File: src/rtl/fetch_if.sv
// fetch_if: redirect, stall, instruction-memory and IF/ID signals of the fetch stage.
// Rev 1.0
`default_nettype none

interface fetch_if #(
  parameter int PC_W    = 9,
  parameter int INSTR_W = 32
);
  logic               stall;
  logic               PcSel;
  logic [31:0]        BrPC;
  logic [PC_W-1:0]    imem_addr;
  logic               imem_en;
  logic [INSTR_W-1:0] imem_rdata;
  logic [PC_W-1:0]    if_pc;
  logic [INSTR_W-1:0] if_instr;
  logic               if_valid;
  logic               misalign_err;
  logic [31:0]        fetch_count;

  modport master (
    input  stall, PcSel, BrPC, imem_rdata,
    output imem_addr, imem_en, if_pc, if_instr, if_valid, misalign_err, fetch_count
  );

  modport slave (
    output stall, PcSel, BrPC, imem_rdata,
    input  imem_addr, imem_en, if_pc, if_instr, if_valid, misalign_err, fetch_count
  );
endinterface

`default_nettype wire

File: src/rtl/fetch_stage.sv
// fetch_stage: PC owner and instruction fetch with stall-hold, redirect flush and fetch counter.
// Rev 1.0
`default_nettype none

module fetch_stage #(
  parameter int          PC_W     = 9,
  parameter int          INSTR_W  = 32,
  parameter logic [31:0] RESET_PC = 32'h0
) (
  input  logic     clk,
  input  logic     reset,
  fetch_if.master  bus
);

  typedef enum logic [1:0] {
    BOOT     = 2'd0,
    RUN      = 2'd1,
    REDIRECT = 2'd2
  } state_t;

  localparam logic [PC_W-1:0] PC_INIT = RESET_PC[PC_W-1:0];
  localparam logic [PC_W-1:0] PC_STEP = PC_W'(4);

  state_t             state_q;
  state_t             state_d;
  logic [PC_W-1:0]    pc_q;
  logic [PC_W-1:0]    req_pc;
  logic               req_valid;
  logic               hold_valid;
  logic [INSTR_W-1:0] hold_instr;
  logic               pcsel_q;
  logic               misalign_q;
  logic [31:0]        count_q;
  logic               if_valid;
  logic               accept;
  logic               unused_br_hi;

  // Upper redirect-target bits are deliberately ignored.
  assign unused_br_hi = ^bus.BrPC[31:PC_W];

  always_ff @(posedge clk) begin
    if (!reset) begin
      state_q <= BOOT;
    end else begin
      state_q <= state_d;
    end
  end

  always_comb begin
    state_d = state_q;
    case (state_q)
      BOOT:     state_d = bus.PcSel ? REDIRECT : RUN;
      RUN:      state_d = bus.PcSel ? REDIRECT : RUN;
      REDIRECT: state_d = bus.PcSel ? REDIRECT : RUN;
      default:  state_d = BOOT;
    endcase
  end

  assign if_valid = req_valid && (state_q != BOOT) && !pcsel_q;
  assign accept   = if_valid && !bus.stall && !bus.PcSel;

  always_ff @(posedge clk) begin
    if (!reset) begin
      pc_q       <= PC_INIT;
      req_pc     <= '0;
      req_valid  <= 1'b0;
      hold_valid <= 1'b0;
      hold_instr <= '0;
      pcsel_q    <= 1'b0;
      misalign_q <= 1'b0;
      count_q    <= '0;
    end else begin
      pcsel_q    <= bus.PcSel;
      misalign_q <= bus.PcSel && (|bus.BrPC[1:0]);
      if (accept) begin
        count_q <= count_q + 32'd1;
      end
      if (bus.PcSel) begin
        pc_q       <= {bus.BrPC[PC_W-1:2], 2'b00};
        req_valid  <= 1'b0;
        hold_valid <= 1'b0;
      end else if (bus.stall) begin
        // Memory is disabled during stall, so the pending word is frozen on the first stall edge.
        if (req_valid && !hold_valid) begin
          hold_instr <= bus.imem_rdata;
          hold_valid <= 1'b1;
        end
      end else begin
        pc_q       <= pc_q + PC_STEP;
        req_pc     <= pc_q;
        req_valid  <= 1'b1;
        hold_valid <= 1'b0;
      end
    end
  end

  assign bus.imem_addr    = pc_q;
  assign bus.imem_en      = !bus.stall || bus.PcSel;
  assign bus.if_pc        = req_pc;
  assign bus.if_valid     = if_valid;
  // Invalid slots present zero rather than whatever the memory bus carries.
  assign bus.if_instr     = hold_valid ? hold_instr : (req_valid ? bus.imem_rdata : '0);
  assign bus.misalign_err = misalign_q;
  assign bus.fetch_count  = count_q;

endmodule

`default_nettype wire

File: src/flat_wrapper.sv
// flat-port wrapper written by rule: the top's interface ports become plain ports
module fetch_stage_flat 
#(
  parameter int          PC_W     = 9,
  parameter int          INSTR_W  = 32,
  parameter logic [31:0] RESET_PC = 32'h0
)
  (clk, reset, bus_stall, bus_PcSel, bus_BrPC, bus_imem_rdata, bus_imem_addr, bus_imem_en, bus_if_pc, bus_if_instr, bus_if_valid, bus_misalign_err, bus_fetch_count);
  fetch_if #(.PC_W(PC_W), .INSTR_W(INSTR_W)) bus_i ();
  input  logic clk;
  input  logic reset;
  input wire logic [$bits(bus_i.stall)-1:0] bus_stall;
  input wire logic [$bits(bus_i.PcSel)-1:0] bus_PcSel;
  input wire logic [$bits(bus_i.BrPC)-1:0] bus_BrPC;
  input wire logic [$bits(bus_i.imem_rdata)-1:0] bus_imem_rdata;
  output wire logic [$bits(bus_i.imem_addr)-1:0] bus_imem_addr;
  output wire logic [$bits(bus_i.imem_en)-1:0] bus_imem_en;
  output wire logic [$bits(bus_i.if_pc)-1:0] bus_if_pc;
  output wire logic [$bits(bus_i.if_instr)-1:0] bus_if_instr;
  output wire logic [$bits(bus_i.if_valid)-1:0] bus_if_valid;
  output wire logic [$bits(bus_i.misalign_err)-1:0] bus_misalign_err;
  output wire logic [$bits(bus_i.fetch_count)-1:0] bus_fetch_count;
  assign bus_i.stall = bus_stall;
  assign bus_i.PcSel = bus_PcSel;
  assign bus_i.BrPC = bus_BrPC;
  assign bus_i.imem_rdata = bus_imem_rdata;
  assign bus_imem_addr = bus_i.imem_addr;
  assign bus_imem_en = bus_i.imem_en;
  assign bus_if_pc = bus_i.if_pc;
  assign bus_if_instr = bus_i.if_instr;
  assign bus_if_valid = bus_i.if_valid;
  assign bus_misalign_err = bus_i.misalign_err;
  assign bus_fetch_count = bus_i.fetch_count;
  fetch_stage #(.PC_W(PC_W), .INSTR_W(INSTR_W), .RESET_PC(RESET_PC)) u_core (.clk(clk), .reset(reset), .bus(bus_i));
endmodule
File: config.mk
export PLATFORM = sky130hd
export DESIGN_NAME = fetch_stage_flat
export DESIGN_NICKNAME = d
export VERILOG_FILES = /design/src/rtl/fetch_if.sv /design/src/rtl/fetch_stage.sv /design/src/flat_wrapper.sv
export SDC_FILE = /design/constraint.sdc
export NUM_CORES = 1
export LEC_CHECK = 0
export CORE_MARGIN = 2
export CORE_UTILIZATION = 44
export CTS_CLUSTER_SIZE = 8
export DETAILED_ROUTE_END_ITERATION = 6
export GPL_TIMING_DRIVEN = 0
export PLACE_DENSITY = 0.8
export REMOVE_ABC_BUFFERS = 1
export SYNTH_ARGS = -nofsm -noshare
export SYNTH_HDL_FRONTEND = slang
export SYNTH_SLANG_ARGS = --single-unit
File: constraint.sdc
create_clock -name clk -period 2.5 [get_ports clk]
set_clock_uncertainty 0.1 [all_clocks]
set_input_delay 0.75 -clock clk [delete_from_list [all_inputs] [get_ports clk]]
set_output_delay 0.75 -clock clk [all_outputs]
set_load 0.05 [all_outputs]
==> flow_metrics.py <==
metrics = {
    "status": {
        "outcome": "completed",
    },
    "placement": {
        "port_buffers": 125,
        "place_congestion": 0.809,
        "dp.final_hpwl_mm": 7.69,
        "placed_cell_area_mm2": 0.00530,
    },
    "critical_path": {
        "crit_path_start": "bus_imem_rdata[22]",
        "crit_family": "buffers and inverters",
        "crit_path_end_kind": "primary output",
        "critPathBufInv": 2,
        "critical_path_class": "primary input to primary output",
        "r2r_start": "u_core.req_valid$_SDFFE_PP0N_",
        "cpPeakStageDelay_ns": 0.50,
        "worstPathMaxFanout": 2,
        "path_cells": "clkdlybuf4s50_1 -> a22o_1 -> buf_2",
        "worstPathArrival_ns": 1.63,
        "regToRegSetupSlack_ns": 0.25,
        "cpMaxStageDelayCell": "clkdlybuf4s50_1",
        "startpoint_type": "primary input",
        "worst_ep_required_time_ns": 1.65,
    },
    "drt": {
        "drc": 0,
        "dr.first_iter.drc_count": 194,
        "drtAntennaViolNets": 0,
        "routed_wl_mm": 11.3,
        "top_layer_used": "met4",
        "vias": 4062,
        "wl_met1_mm": 4.63,
        "routed_via_density": 5.66,
        "dr_wl_met3_um": 944,
        "firstDrtPassIters": 5,
        "wl_per_cell_um": 15.8,
        "dr_wl_met2_mm": 5.62,
    },
    "synth": {
        "synth_edf_count": 0,
        "ys_types": 45,
        "synth_top_cell_by_area": "dfxtp_1",
        "yosysSeqAreaShare_pct": 42.0,
        "async_reset_ff_share_pct": 0,
        "synth_top_area_share_pct": 42.0,
        "synth_warnings": 0,
        "post-synth-top-count-cell": "nand2_1",
        "netlist_instances": 497,
        "syn-mean-instance-area_um2": 8.05,
        "syn-cell-area_mm2": 0.00400,
        "synth_common_cells": "nand2_1 (121), dfxtp_1 (84), a21oi_1 (61), clkbuf_1 (25), a22o_1 (24)",
        "synth_ff_type": "dfxtp_1",
        "ys_top_cells_by_area": "dfxtp_1 (42%), nand2_1 (11%), a21oi_1 (7.6%)",
        "ys_ff_latch": 84,
    },
    "cts": {
        "clock_latency_ns": 0.35,
        "clk_pin_slew_ns": 0.08,
        "htreeDepth": 3,
        "tritoncts": "yes",
        "cts_num_sinks": 84,
        "cts_root_buffer": "clkbuf_8",
        "holdBufCountCts": 0,
        "numCtsBuffers": 9,
        "cts.path.max_buffers": 2,
    },
    "pwr": {
        "swShare_pct": 27.1,
        "powerDensity_mw_per_mm2": 491,
        "p_int_uw": 1980,
        "combPwrFrac_pct": 13.9,
        "power.share.clock_pct": 35.3,
        "p_seq_share_pct": 50.7,
        "power_switching_uw": 738,
        "vdd_drop_max_v": 0.000237,
        "leakage_uw": 0.00229,
        "finalPower_uw": 2720,
    },
    "floorplanning": {
        "dieHeight_um": 99.3,
        "fp.coreArea_mm2": 0.00876,
        "start_util_pct": 45.6,
        "die_area_mm2": 0.00987,
        "ios": 153,
        "rows": 34,
        "die_x_um": 99.3,
    },
    "layout": {
        "fin_area_mm2": 0.00554,
        "drive_gt1_share_pct": 14.4,
        "syn2layout_area_growth_pct": 38.6,
        "antenna_cells": 0,
        "fillers": 737,
        "nNetsFinal": 676,
    },
    "grt": {
        "grt_pass1_vias": 3894,
        "grt.overflow.total": 0,
        "antenna_found_initial": 0,
        "grt_max_degree": 47,
        "grt_use_total_pct": 22.0,
        "grt_pass1_wl_mm": 18.0,
    },
    "sta": {
        "final-hold-violation-count": 0,
        "min_period_ns": 2.48,
        "setup_tns_ns": 0,
        "finalSetupViolCount": 0,
        "finalCritPeriodShare_pct": 99.3,
        "slew_headroom_pct": 33.6,
        "fin_hold_ws_ns": 0.360,
        "slew_viol_final": 0,
        "tightest_slew_ns": 0.996,
        "max_freq_ghz": 0.403,
    },
    "hold_path": {
        "hold_start": "u_core.hold_instr[4]$_SDFFE_PN0P_",
        "min_path_type": "flip-flop to flip-flop",
    },
    "job": {
        "drv_cap": 0,
    },
}
path summary, 6_finish.rpt:
| kind | to | cells after the start |
|---|---|---|
| worst min-delay path | u_core.hold_instr[4]$_SDFFE_PN0P_ | 2 |
| worst min register to register | u_core.hold_instr[4]$_SDFFE_PN0P_ | 2 |
| worst max register to register | u_core.bus.fetch_count[16]$_SDFFE_PN0P_ | 6 |
| worst max-delay path | bus_if_instr[22] | 3 |
registers in the layout, indices dropped and copies added, names as in the netlist:
register / flops
u_core.bus.fetch_count: 32
u_core.bus.if_pc: 7
u_core.bus.imem_addr: 7
u_core.bus.misalign_err: 1
u_core.hold_instr: 32
u_core.hold_valid: 1
u_core.pcsel_q: 1
u_core.req_valid: 1
u_core.state_q: 2
worst min-delay path, delay by kind of cell (launching register included):
family             cells  cell delay, ns
AOI/OAI and AO/OA      1            0.05
and+or+nand+nor        1            0.05
DFF                    1            0.32
repair_timing:
item,CTS,global route
resized for setup,225,42
pin swaps,2,3
endpoints found under the setup margin,115,76
buffers inserted,3,1
cell type report:
type	instances	area (um2)	area share (%)
clock buffer	10	138	2.48
clock inverter	5	52.6	0.948
inverter	9	33.8	0.609
multi-input combinational	367	2170	39.2
sequential	84	1690	30.5
tap	108	135	2.44
timing repair buffer	135	1320	23.8
power by group through the flow:
stage	registers, uW	logic, uW	clock network (uW)
after floorplan	1450	159	0
after CTS	1380	373	981
after detailed placement	1410	377	0
after global placement	1410	365	0
final	1380	379	962
after global routing	1390	401	1040
metal layers:
layer  up-vias  GRT usage, %
li1       1971             -
met1      1906          27.2
met2       170          37.6
met4         0          6.74
met5         -             0
met3        15          5.90
metrics by stage:
step	utilization, %	cells	setup WS (ns)
floorplan	-	460	-0.832
global placement	59.6	693	-2.23
detailed placement	60.5	699	-0.977
CTS	61.9	717	0.00310
global route	63.2	718	-0.0143
finish	63.2	718	0.0165
cells in the final DEF, fill, tap and decap left out, types with 9 or more instances in the layout:
master / netlist / routed
clkdlybuf4s50_1: 0 / 59
mux2i_1: 13 / 13
a22o_1: 24 / 24
dfxtp_1: 84 / 82
buf_2: 8 / 11
dlygate4sd2_1: 0 / 9
dlymetal6s2s_1: 0 / 20
nand2b_1: 11 / 11
o31ai_1: 12 / 12
buf_4: 5 / 10
nor2_1: 13 / 13
buf_6: 0 / 10
clkbuf_8: 0 / 10
or4_1: 12 / 12
nand4_1: 11 / 11
a21oi_1: 61 / 61
nand2_1: 121 / 121
clkbuf_4: 0 / 10
kinds of logic after synthesis:
kind of cell / count (synthesis) / share of synthesized area, %
and+or+nand+nor: 217 / 27.4
AOI/OAI and AO/OA: 123 / 19.5
DFF: 84 / 42.0
buffers and inverters: 49 / 5.32
muxes: 13 / 3.25
xor gates and xnor gates: 8 / 1.75
adders and majority gates: 2 / 0.625
other: 1 / 0.0937
No activity file was read; power rests on OpenSTA's default activity.
